===== src/rtl/mem_arb_pkg.sv =====
// Shared types for the IF/MEM unified-memory port arbiter.
package mem_arb_pkg;

  typedef enum logic [1:0] {
    ST_IDLE,
    ST_GNT_IF,
    ST_GNT_DM,
    ST_DONE
  } arb_state_e;

  typedef enum logic [1:0] {
    GNT_NONE,
    GNT_IF,
    GNT_DM
  } gnt_owner_e;

  localparam int STARVE_CNT_W = 4;
  localparam int PERF_CNT_W   = 32;

endpackage


===== src/rtl/mem_arb_perf_cnt.sv =====
// Saturating wait-cycle counter; only compiled when MEM_ARB_PERF_CNT_EN is defined.
// Counts every cycle inc_i is high, sticks at all-ones, cleared by rst_i.
`ifdef MEM_ARB_PERF_CNT_EN
module mem_arb_perf_cnt
  import mem_arb_pkg::*;
(
  input  logic                  clk_i,
  input  logic                  rst_i,
  input  logic                  inc_i,
  output logic [PERF_CNT_W-1:0] cnt_o
);

  logic [PERF_CNT_W-1:0] cnt_q;
  logic [PERF_CNT_W-1:0] cnt_d;

  always_comb begin
    cnt_d = cnt_q;
    if (inc_i && (cnt_q != '1)) begin
      cnt_d = cnt_q + PERF_CNT_W'(1);
    end
  end

  always_ff @(posedge clk_i) begin
    if (rst_i) begin
      cnt_q <= '0;
    end else begin
      cnt_q <= cnt_d;
    end
  end

  assign cnt_o = cnt_q;

endmodule
`endif


===== src/rtl/mem_port_arbiter.sv =====
// Arbitrates IF fetches and MEM loads/stores onto one memory port; data wins unless fetch is starved.
// Latency: request to ack = mem latency + 2 cycles; stall_o held while any request lacks its ack.
// Optional wait counters (perf_*_wait_o) exist only with MEM_ARB_PERF_CNT_EN defined.
module mem_port_arbiter
  import mem_arb_pkg::*;
#(
  parameter int ADDR_W     = 32,
  parameter int DATA_W     = 32,
  parameter int STARVE_MAX = 4
) (
  input  logic              clk_i,
  input  logic              rst_i,
  input  logic              if_req_i,
  input  logic [ADDR_W-1:0] if_addr_i,
  output logic [DATA_W-1:0] if_rdata_o,
  output logic              if_ack_o,
  input  logic              dm_req_i,
  input  logic              dm_we_i,
  input  logic [ADDR_W-1:0] dm_addr_i,
  input  logic [DATA_W-1:0] dm_wdata_i,
  output logic [DATA_W-1:0] dm_rdata_o,
  output logic              dm_ack_o,
  output logic              mem_req_o,
  output logic              mem_we_o,
  output logic [ADDR_W-1:0] mem_addr_o,
  output logic [DATA_W-1:0] mem_wdata_o,
  input  logic [DATA_W-1:0] mem_rdata_i,
  input  logic              mem_ack_i,
  output logic              stall_o
`ifdef MEM_ARB_PERF_CNT_EN
  ,
  output logic [31:0]       perf_if_wait_o,
  output logic [31:0]       perf_dm_wait_o
`endif
);

  localparam logic [STARVE_CNT_W-1:0] STARVE_LIM = STARVE_CNT_W'(STARVE_MAX);

  arb_state_e              state_q, state_d;
  logic                    mem_req_q, mem_req_d;
  logic                    mem_we_q, mem_we_d;
  logic [ADDR_W-1:0]       mem_addr_q, mem_addr_d;
  logic [DATA_W-1:0]       mem_wdata_q, mem_wdata_d;
  logic [DATA_W-1:0]       if_rdata_q, if_rdata_d;
  logic [DATA_W-1:0]       dm_rdata_q, dm_rdata_d;
  logic                    if_ack_q, if_ack_d;
  logic                    dm_ack_q, dm_ack_d;
  logic [STARVE_CNT_W-1:0] starve_cnt_q, starve_cnt_d;
  gnt_owner_e              winner;
  gnt_owner_e              owner;

  always_comb begin
    state_d      = state_q;
    mem_req_d    = mem_req_q;
    mem_we_d     = mem_we_q;
    mem_addr_d   = mem_addr_q;
    mem_wdata_d  = mem_wdata_q;
    if_rdata_d   = if_rdata_q;
    dm_rdata_d   = dm_rdata_q;
    if_ack_d     = 1'b0;
    dm_ack_d     = 1'b0;
    starve_cnt_d = starve_cnt_q;
    winner       = GNT_NONE;
    owner        = GNT_NONE;

    case (state_q)
      ST_IDLE: begin
        if (dm_req_i && !(if_req_i && (starve_cnt_q == STARVE_LIM))) begin
          winner = GNT_DM;
        end else if (if_req_i) begin
          winner = GNT_IF;
        end
        if (!if_req_i) begin
          starve_cnt_d = '0;
        end
        case (winner)
          GNT_DM: begin
            state_d     = ST_GNT_DM;
            mem_req_d   = 1'b1;
            mem_we_d    = dm_we_i;
            mem_addr_d  = dm_addr_i;
            mem_wdata_d = dm_wdata_i;
            if (if_req_i && (starve_cnt_q < STARVE_LIM)) begin
              starve_cnt_d = starve_cnt_q + STARVE_CNT_W'(1);
            end
          end
          GNT_IF: begin
            state_d      = ST_GNT_IF;
            mem_req_d    = 1'b1;
            mem_we_d     = 1'b0;
            mem_addr_d   = if_addr_i;
            mem_wdata_d  = '0;
            starve_cnt_d = '0;
          end
          default: ;
        endcase
      end
      ST_GNT_IF, ST_GNT_DM: begin
        owner = (state_q == ST_GNT_IF) ? GNT_IF : GNT_DM;
        if (mem_ack_i) begin
          mem_req_d = 1'b0;
          mem_we_d  = 1'b0;
          state_d   = ST_DONE;
          if (owner == GNT_IF) begin
            if_rdata_d = mem_rdata_i;
            if_ack_d   = 1'b1;
          end else begin
            // stores keep the previous load data visible
            if (!mem_we_q) begin
              dm_rdata_d = mem_rdata_i;
            end
            dm_ack_d = 1'b1;
          end
        end
      end
      ST_DONE: state_d = ST_IDLE;
      default: state_d = ST_IDLE;
    endcase
  end

  always_ff @(posedge clk_i) begin
    if (rst_i) begin
      state_q      <= ST_IDLE;
      mem_req_q    <= 1'b0;
      mem_we_q     <= 1'b0;
      mem_addr_q   <= '0;
      mem_wdata_q  <= '0;
      if_rdata_q   <= '0;
      dm_rdata_q   <= '0;
      if_ack_q     <= 1'b0;
      dm_ack_q     <= 1'b0;
      starve_cnt_q <= '0;
    end else begin
      state_q      <= state_d;
      mem_req_q    <= mem_req_d;
      mem_we_q     <= mem_we_d;
      mem_addr_q   <= mem_addr_d;
      mem_wdata_q  <= mem_wdata_d;
      if_rdata_q   <= if_rdata_d;
      dm_rdata_q   <= dm_rdata_d;
      if_ack_q     <= if_ack_d;
      dm_ack_q     <= dm_ack_d;
      starve_cnt_q <= starve_cnt_d;
    end
  end

  assign mem_req_o   = mem_req_q;
  assign mem_we_o    = mem_we_q;
  assign mem_addr_o  = mem_addr_q;
  assign mem_wdata_o = mem_wdata_q;
  assign if_rdata_o  = if_rdata_q;
  assign dm_rdata_o  = dm_rdata_q;
  assign if_ack_o    = if_ack_q;
  assign dm_ack_o    = dm_ack_q;
  assign stall_o     = (if_req_i & ~if_ack_q) | (dm_req_i & ~dm_ack_q);

`ifdef MEM_ARB_PERF_CNT_EN
  mem_arb_perf_cnt u_perf_if (
    .clk_i (clk_i),
    .rst_i (rst_i),
    .inc_i (if_req_i & ~if_ack_q),
    .cnt_o (perf_if_wait_o)
  );

  mem_arb_perf_cnt u_perf_dm (
    .clk_i (clk_i),
    .rst_i (rst_i),
    .inc_i (dm_req_i & ~dm_ack_q),
    .cnt_o (perf_dm_wait_o)
  );
`endif

endmodule

===== config.mk =====
export PLATFORM = sky130hd
export DESIGN_NAME = mem_port_arbiter
export DESIGN_NICKNAME = d
export VERILOG_FILES = /design/src/rtl/mem_arb_pkg.sv /design/src/rtl/mem_arb_perf_cnt.sv /design/src/rtl/mem_port_arbiter.sv
export SDC_FILE = /design/constraint.sdc
export NUM_CORES = 1
export LEC_CHECK = 0
export BUFFER_PORTS_ARGS = -buffer_cell sky130_fd_sc_hd__buf_4
export CAP_MARGIN = 0
export CORE_ASPECT_RATIO = 1.2
export CORE_UTILIZATION = 35
export DETAILED_ROUTE_END_ITERATION = 10
export PLACE_DENSITY_LB_ADDON = 0.08
export REMOVE_ABC_BUFFERS = 1
export SLEW_MARGIN = 20
export SYNTH_ARGS = -nofsm -noshare
export SYNTH_HDL_FRONTEND = slang
export SYNTH_SLANG_ARGS = --single-unit

===== constraint.sdc =====
create_clock -name clk_i -period 3.6 [get_ports clk_i]
set_input_delay 0.18 -clock clk_i [delete_from_list [all_inputs] [get_ports clk_i]]
set_output_delay 0.18 -clock clk_i [all_outputs]
set_load 0.005 [all_outputs]

# Word level (Yosys, flattened, before mapping)
# Cells that the tools add are included.
[word_totals]
regBits = 138
in_bits = 134
out_inout_bits = 133
wordCells = 66
[op_classes]
n_addsub = 1
n_lt_le_gt_ge = 1
eq_ne = 10
muxes = 19
bitwise = 9
n_reduce_logical = 16
[op_table]
columns = ["operator", "count"]
rows = [
  ["case mux 32 bit (2 select lines)", 2],
  ["AND reduction 3 bit", 3],
  ["2-to-1 mux 2 bit", 4],
  ["2-to-1 mux 4 bit", 2],
  ["case mux 4 bit (2 select lines)", 1],
  ["equality test 2 x 1 -> 1 bit, second input constant", 3],
  ["equality test 2 bit, second input constant", 3],
  ["inverter 1 bit", 6],
  ["case mux 1 bit (2 select lines)", 3],
  ["case mux 2 bit (3 select lines)", 1],
  ["2-to-1 mux 1 bit", 5],
  ["adder 4 x 1 -> 4 bit, second input constant", 1],
  ["equality test 4 x 3 -> 1 bit, second input constant", 1],
  ["less-than comparator 4 x 3 -> 1 bit, second input constant", 1],
  ["!= test 2 bit, second input constant", 2],
  ["case mux 2 bit (2 select lines)", 1],
  ["AND reduction 2 bit", 2],
  ["AND reduction 4 bit", 1],
  ["nonzero test 2 bit", 2],
  ["OR reduction 2 bit", 2],
  ["logical AND 1 bit", 3],
  ["!= test 3 x 1 -> 1 bit, second input constant", 1],
  ["OR reduction 3 bit", 1],
  ["AND 1 bit", 2],
  ["3 further kinds", 3],
]

# Logic depth before layout (Yosys ltp)
# Gate-level depths: netlist (run 1).
[logic_depth]
word_depth = 10
depth_mapped = 7
depth_no_buf = 5

# Worst setup path after synthesis (run 1)
# OpenSTA, ideal clock, no wires.
[synth_timing]
kind = "register to register"
startpoint = "register state_q[0]"
endpoint = "register state_q[1]"
setup_ps = 117
arrival_time_ps = 1467
required_ps = 3483
path_slack_ps = 2016
path_stages_with_launch = 6
path_buffers = 0
synth_period_minus_slack_ps = 1584
path_cell_list = "dfxtp_1 -> inv_1 -> ha_1 -> nor2b_1 -> or2_2 -> a32o_1"
[synth_between]
elab_chain_len = 4
elab_cells_between_ends = 9
classes_between = "eq/ne (5); mux (1); reduce/logical (3)"
[synth_rtl]
columns = ["item", "line_no", "source"]
rows = [
  ["from (decl)", "mem_port_arbiter.sv:39", "arb_state_e state_q, state_d;"],
  ["from (signal assigned)", "mem_port_arbiter.sv:134", "state_q <= state_d;"],
  ["equality test 2 x 1 -> 1 bit / equality test 2 bit (equally long branches)", "mem_port_arbiter.sv:66", "case (state_q)"],
  ["OR reduction 2 bit", "n/a", ""],
  ["!= test 2 bit (no source line)", "n/a", ""],
  ["AND reduction 2 bit (no source line)", "n/a", ""],
]
# Several ways; a longest one is shown, not always the timed one.
# A chain may end at the register's enable or synchronous reset.

# Worst setup path after layout (run 1)
[layout_timing]
startpoint = "register state_q[0]"
endpoint = "register mem_addr_q[26] (netlist: mem_addr_o[26])"
[layout_between]
elab_chain_len = 2
[layout_rtl]
columns = ["item", "line_no", "source"]
rows = [
  ["logical NOT 2 bit", "mem_port_arbiter.sv:66", ""],
  ["AND reduction 2 bit (no source line)", "n/a", ""],
  ["to (signal assigned)", "mem_port_arbiter.sv:137", "mem_addr_q <= mem_addr_d;"],
  ["to (decl)", "mem_port_arbiter.sv:42", "logic [ADDR_W-1:0] mem_addr_q, mem_addr_d;"],
]
# No other way between the ends.

==> impl_metrics.csv, run 1 <==
group,metric,value,unit
placed_design,place_hpwl,11.8,mm
synth,synth_warnings,0,
cells_and_area,drive_gt1_share,33.9,%
pwr,internal_power,0.00379,W
cells_and_area,area_growth,49.3,%
setup_path,criticalPathCategory,"reg2reg",
grt,grt_use_total,21.9,%
grt,grt_pass1_wl,27.6,mm
pwr,p_leak,3.47,nW
timing,rsz0062_at_grt,"false",
cts,path_clk_slew,0.06,ns
cts,numCtsBuffers,17,
floorplanning,dieArea,16200,um2
detailed_routing,drc,0,
cts,cts_max_path_buffers,2,
setup_path,critPathSlowestCell,"o21a_2",
synth,synthTopCellsByArea,"dfxtp_1 50%, nand2_1 11%, a21oi_1 8.9%, o211ai_1 4.5%, a31oi_1 3.8%",
synth,ys_ff_latch,138,
grt,grt-ovfl-total,0,
cts,cts-root-buf,"clkbuf_16",
cts,tritoncts,"done",
grt,grt_pass1_vias,5441,
setup_path,crit_required,3.94,ns
detailed_routing,vias,5905,
cells_and_area,post-route-util,54.1,%
placed_design,port_buffers,266,
floorplanning,rows,49,
cts,cts_sinks,138,
synth,synth_top_area_cell,"dfxtp_1",
pwr,comb_power_share,32.0,%
synth,netlist_area,5510,um2
cts,clock_latency,0.42,ns
timing,maxSlewViolCount,0,
cts,cts_resized,0,
flow_run,cap_violations,0,
timing,worstMarginPinSlew,1.07,ns
setup_path,critPathMaxFanout,64,
pwr,power.share.switching,32.5,%
setup_path,cp-end-kind,"flop",
cts,h-tree-depth,4,
synth,synth_common_cells,"163 x nand2_1, 138 x dfxtp_1, 98 x a21oi_1, 42 x clkbuf_1",
detailed_routing,first_pass_iters,6,
setup_path,cp.arrival,2.69,ns
timing,timing.final.crit_share,65.2,%
pwr,vdd_drop_max,0.379,mV
timing,period_needed,2.35,ns
timing,fin_tns_setup,0,ns
floorplanning,core_area,15200,um2
synth,async_flop_share,0,%
pwr,power_density,683,nW/um2
setup_path,reg2reg_slack,1.25,ns
timing,finalHoldViolCount,0,
floorplanning,initial_core_util,36.2,%
setup_path,max_stage_delay,0.89,ns
setup_path,cp-start-kind,"flop",
detailed_routing,ant_nets,0,
detailed_routing,routed_wl,17.9,mm
pwr,p_switching,0.00182,W
grt,grt_max_degree,65,
synth,synth_edf_count,0,
synth,synth_top_area_share,50.2,%
timing,whs,0.0149,ns
timing,slew_headroom,28.3,%
cells_and_area,antenna_cells,0,
synth,synth_cells,684,
synth,ys_seq_area_share,50.2,%
detailed_routing,viasPerCell,5.22,
detailed_routing,wire_per_inst,15.8,um
floorplanning,die_x,116,um
floorplanning,io_pins,267,
timing,fin_worst_skew,0.00616,ns
synth,synth.avg_cell_area,8.05,um2
placed_design,gp_congestion,0.768,
status,status,"finished clean",
pwr,seqPwrFrac,36.9,%
timing,setup-violations-final,0,
setup_path,path_cells,"inv_1, ha_1, buf_4, o21a_2, o21ai_0, a31oi_1",
floorplanning,die_height,139,um
grt,antenna_found_initial,0,
synth,yosysMostFrequentCell,"nand2_1",
pwr,power_frac_clock,31.1,%
detailed_routing,drt-initial-drc-count,394,
worst_hold_path,hp-class,"in2reg",
synth,post_synth_num_cell_types,39,
cells_and_area,layout.nets,1054,
synth,synth-main-ff-cell,"dfxtp_1",
cells_and_area,layout.filler_cells,1477,
timing,max_freq,0.426,GHz
metal layers:
metal | GRT usage, % | wire [um] | share of wire, % | vias up
li1 | - | - | - | 2877
met1 | 25.4 | 7130 | 40 | 2762
met3 | 5.75 | 1310 | 7.3 | 37
met5 | 0 | 0 | 0 | -
met4 | 10.4 | 527 | 2.9 | 0
met2 | 36.7 | 8930 | 50 | 229
state kept, by name (all words and copies together) (netlist names):
| name | count |
|---|---|
| state_q | 2 |
| mem_addr_o | 32 |
| starve_cnt_q | 4 |
| if_rdata_o | 32 |
| mem_wdata_o | 32 |
| mem_req_o | 1 |
| dm_rdata_o | 32 |
| if_ack_o | 1 |
| dm_ack_o | 1 |
| mem_we_o | 1 |
power groups by stage:
| stage | Clock (W) | Combinational [W] | Sequential (W) |
|---|---|---|---|
| final | 0.00175 | 0.00179 | 0.00207 |
| after global routing | 0.00186 | 0.00199 | 0.00211 |
| after CTS | 0.00178 | 0.00181 | 0.00207 |
| after detailed placement | 0 | 0.00180 | 0.00210 |
| after global placement | 0 | 0.00177 | 0.00208 |
| after floorplan | 0 | 0.000789 | 0.00210 |
worst paths after layout:
check                          startpoint                           end  cells after the start
max               state_q[0]$_SDFFE_PP0P_   mem_addr_o[26]$_SDFFE_PP0P_                      6
min                       mem_rdata_i[27]   dm_rdata_o[27]$_SDFFE_PP0P_                      3
max reg2reg       state_q[0]$_SDFFE_PP0P_   mem_addr_o[26]$_SDFFE_PP0P_                      6
min reg2reg  mem_wdata_o[14]$_SDFFE_PP0P_  mem_wdata_o[14]$_SDFFE_PP0P_                      2
per-stage QoR:
step	total power [W]	cells	setup WS (ns)	cell area, um2
floorplan	0.00288	614	0.197	5210
global placement	0.00385	1095	1.26	7580
detailed placement	0.00390	1095	1.18	7580
CTS	0.00566	1130	1.19	8210
global route	0.00596	1131	0.978	8220
finish	0.00561	1131	1.25	8220
layout make-up:
cell class                      count  area, um2  area share [%]
Timing Repair Buffer              281       2130            26.0
Clock buffer                       22        484            5.89
Tap cell                          204        255            3.11
Inverter                            9       33.8           0.411
Sequential cell                   138       2760            33.6
Clock inverter                     10        116            1.42
Multi-Input combinational cell    467       2430            29.6
worst max-delay path: cells and delay by family (launching register included):
kind | cells | cell delay [ns]
AOI/OAI and AO/OA | 3 | 1.28
buffers and inverters | 2 | 0.47
DFF | 1 | 0.34
adders and majority gates | 1 | 0.15
timing repair:
item	CTS	global route
endpoints found under the setup margin	0	0
buffers inserted	0	0
hold buffers	3	0
endpoints found under the hold margin	3	0
logic make-up (layout without fill, tap and decap cells):
group / after synthesis / after routing / synth area share [%]
DFF: 138 / 138 / 50.2
AOI/OAI and AO/OA: 209 / 209 / 21.9
adders and majority gates: 6 / 6 / 1.36
and+or+nand+nor: 252 / 252 / 20.6
buffers and inverters: 79 / 322 / 5.98
layout by cell type, fill, tap and decap left out, drive strengths merged, types with 2 or more instances in the layout:
| cell | Yosys | layout |
|---|---|---|
| nor2 | 3 | 3 |
| bufinv | 0 | 2 |
| dlygate4sd3 | 0 | 3 |
| o211ai | 33 | 33 |
| nor3 | 2 | 2 |
| clkinv | 1 | 4 |
| o311ai | 2 | 2 |
| nand2b | 2 | 2 |
| nand4 | 33 | 33 |
| a21oi | 98 | 98 |
| buf | 28 | 278 |
| a31oi | 33 | 33 |
| nand2 | 163 | 163 |
| ha | 6 | 6 |
| nand3 | 34 | 34 |
| dfxtp | 138 | 138 |
| inv | 8 | 8 |
| clkbuf | 42 | 22 |
| o21ai | 35 | 35 |
| and3 | 4 | 4 |
| nor2b | 2 | 2 |
| clkinvlp | 0 | 5 |
No activity file was read; power rests on OpenSTA's default activity.
==> run 2: changes to the inputs <==
--- a/config.mk
+++ b/config.mk
@@ -5,6 +5,7 @@
 export SDC_FILE = /design/constraint.sdc
 export NUM_CORES = 1
 export LEC_CHECK = 0
+export ABC_AREA = 1
 export BUFFER_PORTS_ARGS = -buffer_cell sky130_fd_sc_hd__buf_4
 export CAP_MARGIN = 0
 export CORE_ASPECT_RATIO = 1.2
==> constraint.sdc (replaced) <==
create_clock -name clk_i -period 2.4 [get_ports clk_i]
set_input_delay 0.12 -clock clk_i [delete_from_list [all_inputs] [get_ports clk_i]]
set_output_delay 0.12 -clock clk_i [all_outputs]
set_load 0.005 [all_outputs]
==> run 2 against run 1 <==
  * Combinational power up 120%
  * Total power up 83%
  * Non-clock buffer count up 96
  * Count of clock-buffer cells in the layout down 3
  * First-iteration DRC count down 20%
  * Synthesized cell count up 15%
  * Via count up 2.2%
  * Worst hold slack better by 0.017 ns
  * Area after synthesis up 1.8%
  * Die area up 1.7%
  * Register-to-register slack worse by 0.88 ns
  * Critical endpoint is now dm_rdata_o[22]$_SDFFE_PP0P_
  * Highest routed layer unchanged
==> impl_metrics.csv, run 2 <==
group,metric,value,unit
cts,cts_max_path_buffers,2,
synth,ys_seq_area_share,49.3,%
timing,worstMarginPinSlew,1.06,ns
setup_path,reg2reg_from,"state_q[0]$_SDFFE_PP0P_",
placed_design,placement.cell_area,7810,um2
detailed_routing,wire_per_inst,13.4,um
cts,path_clk_slew,0.06,ns
grt,use_met3,7.44,%
setup_path,critPathSlowestCell,"inv_1",
cts,clock_latency,0.41,ns
grt,grt_pass1_vias,5867,
pwr,p_leak,4.66,nW
setup_path,critPathMaxFanout,32,
synth,synth_top_area_cell,"dfxtp_1",
synth,synth_common_cells,"200 x nor2_1, 138 x dfxtp_1, 117 x nand2_1, 75 x o21ai_0, 68 x nand3_1",
grt,grt-ovfl-total,0,
pwr,power_density,1090,nW/um2
placed_design,place_ws,0.366,ns
grt,antenna_found_initial,1,
cells_and_area,layout.nets,1270,
cts,cts_sinks,138,
setup_path,max_stage_delay,0.76,ns
timing,finalHoldViolCount,0,
detailed_routing,first_pass_iters,4,
synth,ys_ff_latch,138,
placed_design,port_buffers,266,
setup_path,cp-start-kind,"flop",
synth,synth_cells,789,
floorplanning,die_x,118,um
grt,grt_pass1_wl,29.5,mm
floorplanning,initial_core_util,35.8,%
cts,tritoncts,"done",
pwr,vdd_drop_max,0.496,mV
synth,async_flop_share,0,%
timing,max_freq,0.493,GHz
cells_and_area,design_area,9390,um2
timing,period_needed,2.03,ns
synth,synth_warnings,0,
cts,h-tree-depth,4,
synth,synth_edf_count,0,
cts,postCtsSetupBuffers,0,
synth,synth_top_area_share,49.3,%
worst_hold_path,min_to,"mem_addr_o[5]$_SDFFE_PP0P_",
floorplanning,dieArea,16500,um2
detailed_routing,routed_wl,18.1,mm
cells_and_area,drive_gt1_share,28.2,%
status,status,"finished clean",
setup_path,reg2reg_depth,7,
floorplanning,die_height,141,um
detailed_routing,ant_nets,0,
worst_hold_path,hold_path.startpoint,"if_addr_i[5]",
setup_path,criticalPathCategory,"reg2reg",
cts,cts_resized,0,
timing,layout_setup_ws,0.372,ns
placed_design,post-place-cells,1225,
floorplanning,io_pins,267,
synth,yosysMostFrequentCell,"nor2_1",
cells_and_area,final_common_cell,"buf_4",
cells_and_area,layout_common_cells,"278 x buf_4, 200 x nor2_1, 138 x dfxtp_1",
synth,synthTopCellsByArea,"dfxtp_1 49%, nor2_1 13%, nand2_1 7.8%, o21ai_0 6.7%, nand3_1 6.1%",
timing,setup-violations-final,0,
placed_design,place_hpwl,11.6,mm
timing,fin_tns_setup,0,ns
grt,top_usage_layer,"met2",
synth,netlist_area,5600,um2
detailed_routing,viasPerCell,4.47,
placed_design,gp_congestion,0.772,
floorplanning,core_area,15600,um2
grt,grt_use_total,22.2,%
timing,maxSlewViolCount,0,
setup_path,cp-end-kind,"flop",
synth,post_synth_num_cell_types,23,
worst_hold_path,holdPathStages,5,
detailed_routing,vias,6033,
detailed_routing,drt-initial-drc-count,315,
flow_run,cap_violations,0,
grt,grt_max_degree,68,
setup_path,cp.arrival,2.38,ns
timing,rsz0062_at_grt,"false",
setup_path,reg2reg_slack,0.37,ns
cts,numCtsBuffers,17,
cells_and_area,area_growth,67.6,%
grt,grt_use_met2,37.5,%
synth,synth.avg_cell_area,7.10,um2
cts,cts-root-buf,"clkbuf_16",
setup_path,crit_required,2.75,ns
setup_path,path_cells,"inv_1, ha_1, nand2_1, nor3_4, inv_1, nor2_1, nor2_1",
grt,grt_use_met1,26.3,%
synth,synth-main-ff-cell,"dfxtp_1",
floorplanning,rows,50,
timing,slew_headroom,29.5,%
timing,timing.final.crit_share,84.5,%
cts,hold_buffers,94,
worst_hold_path,hp-class,"in2reg",
setup_path,worstReg2RegEnd,"dm_rdata_o[22]$_SDFFE_PP0P_",
cells_and_area,final_cell_count_no_fill,1350,
timing,fin_worst_skew,0.00833,ns
detailed_routing,drc,0,
[run 2: cell types whose count changed after synthesis, sizes merged, moves of 14 or more]
cell / previous run / this run
a31oi: 33 / 0
nand3: 34 / 68
nor2: 3 / 201
a21oi: 98 / 41
o211ai: 33 / 0
o21ai: 35 / 100
inv: 8 / 53
nand2: 163 / 120
clkbuf: 42 / 28
nand4: 33 / 1
[run 2: kinds of logic (layout without fill, tap and decap cells)]
kind of cell,Yosys count,after routing,share of synthesized area [%]
AO/OA/AOI/OAI,142,142,12.8
adder cells (fa/ha/maj),6,6,1.34
buffers and inverters,108,460,8.13
flip-flops,138,138,49.3
other,0,1,0
AND/OR/NAND/NOR,395,395,28.5
[run 2: critical path: cells and delay by family, from the launching register on]
family                   cells  cell delay [ns]
buffers and inverters        2             0.85
AND/OR/NAND/NOR              4             0.42
flip-flops                   1             0.38
adder cells (fa/ha/maj)      1             0.31
[run 2: how the worst max path moves through the flow]
stage                                  startpoint                          end  slack (ns)  cells after the start
final                     state_q[0]$_SDFFE_PP0P_  dm_rdata_o[22]$_SDFFE_PP0P_        0.37                      7
after global routing      state_q[0]$_SDFFE_PP0P_  dm_rdata_o[21]$_SDFFE_PP0P_        0.14                      7
after CTS                 state_q[0]$_SDFFE_PP0P_  dm_rdata_o[22]$_SDFFE_PP0P_        0.35                      7
after detailed placement  state_q[0]$_SDFFE_PP0P_  dm_rdata_o[18]$_SDFFE_PP0P_        0.37                      7
after global placement    state_q[0]$_SDFFE_PP0P_  dm_rdata_o[16]$_SDFFE_PP0P_        0.43                      7
after floorplan           state_q[0]$_SDFFE_PP0P_  mem_wdata_o[0]$_SDFFE_PP0P_       -1.29                      6
[run 2: cell type report]
| cell class | instances | area, um2 |
|---|---|---|
| Inverter | 53 | 199 |
| Clock inverter | 11 | 194 |
| Tap cell | 208 | 260 |
| Antenna cell | 1 | 2.50 |
| Sequential cell | 138 | 2760 |
| Clock buffer | 19 | 443 |
| Multi-Input combinational cell | 543 | 2400 |
| Fill cell | 1425 | 6250 |
| Timing Repair Buffer | 377 | 3130 |
[run 2: power breakdown]
| group | total (W) | switching (W) | internal [W] |
|---|---|---|---|
| Combinational | 0.00393 | 0.00198 | 0.00195 |
| Clock | 0.00284 | 0.000978 | 0.00186 |
| Sequential | 0.00350 | 0.000413 | 0.00309 |
[run 2: metal layers]
layer / vias to the layer above / share of wire (%) / wire [um]
met1: 2619 / 43 / 7770
met4: 0 / 2.1 / 386
met5: - / 0 / 0
met3: 22 / 7.3 / 1320
met2: 209 / 47 / 8580
li1: 3183 / - / -
[run 2: stage by stage]
| step | utilization [%] | hold slack, ns | power (W) |
|---|---|---|---|
| after floorplan | - | 0.189 | 0.00527 |
| after global placement | 49.9 | 0.352 | 0.00734 |
| after detailed placement | 49.9 | 0.362 | 0.00737 |
| after CTS | 60.0 | 0.00700 | 0.0104 |
| after global routing | 60.0 | 0.0357 | 0.0110 |
| final | 60.0 | 0.0318 | 0.0103 |
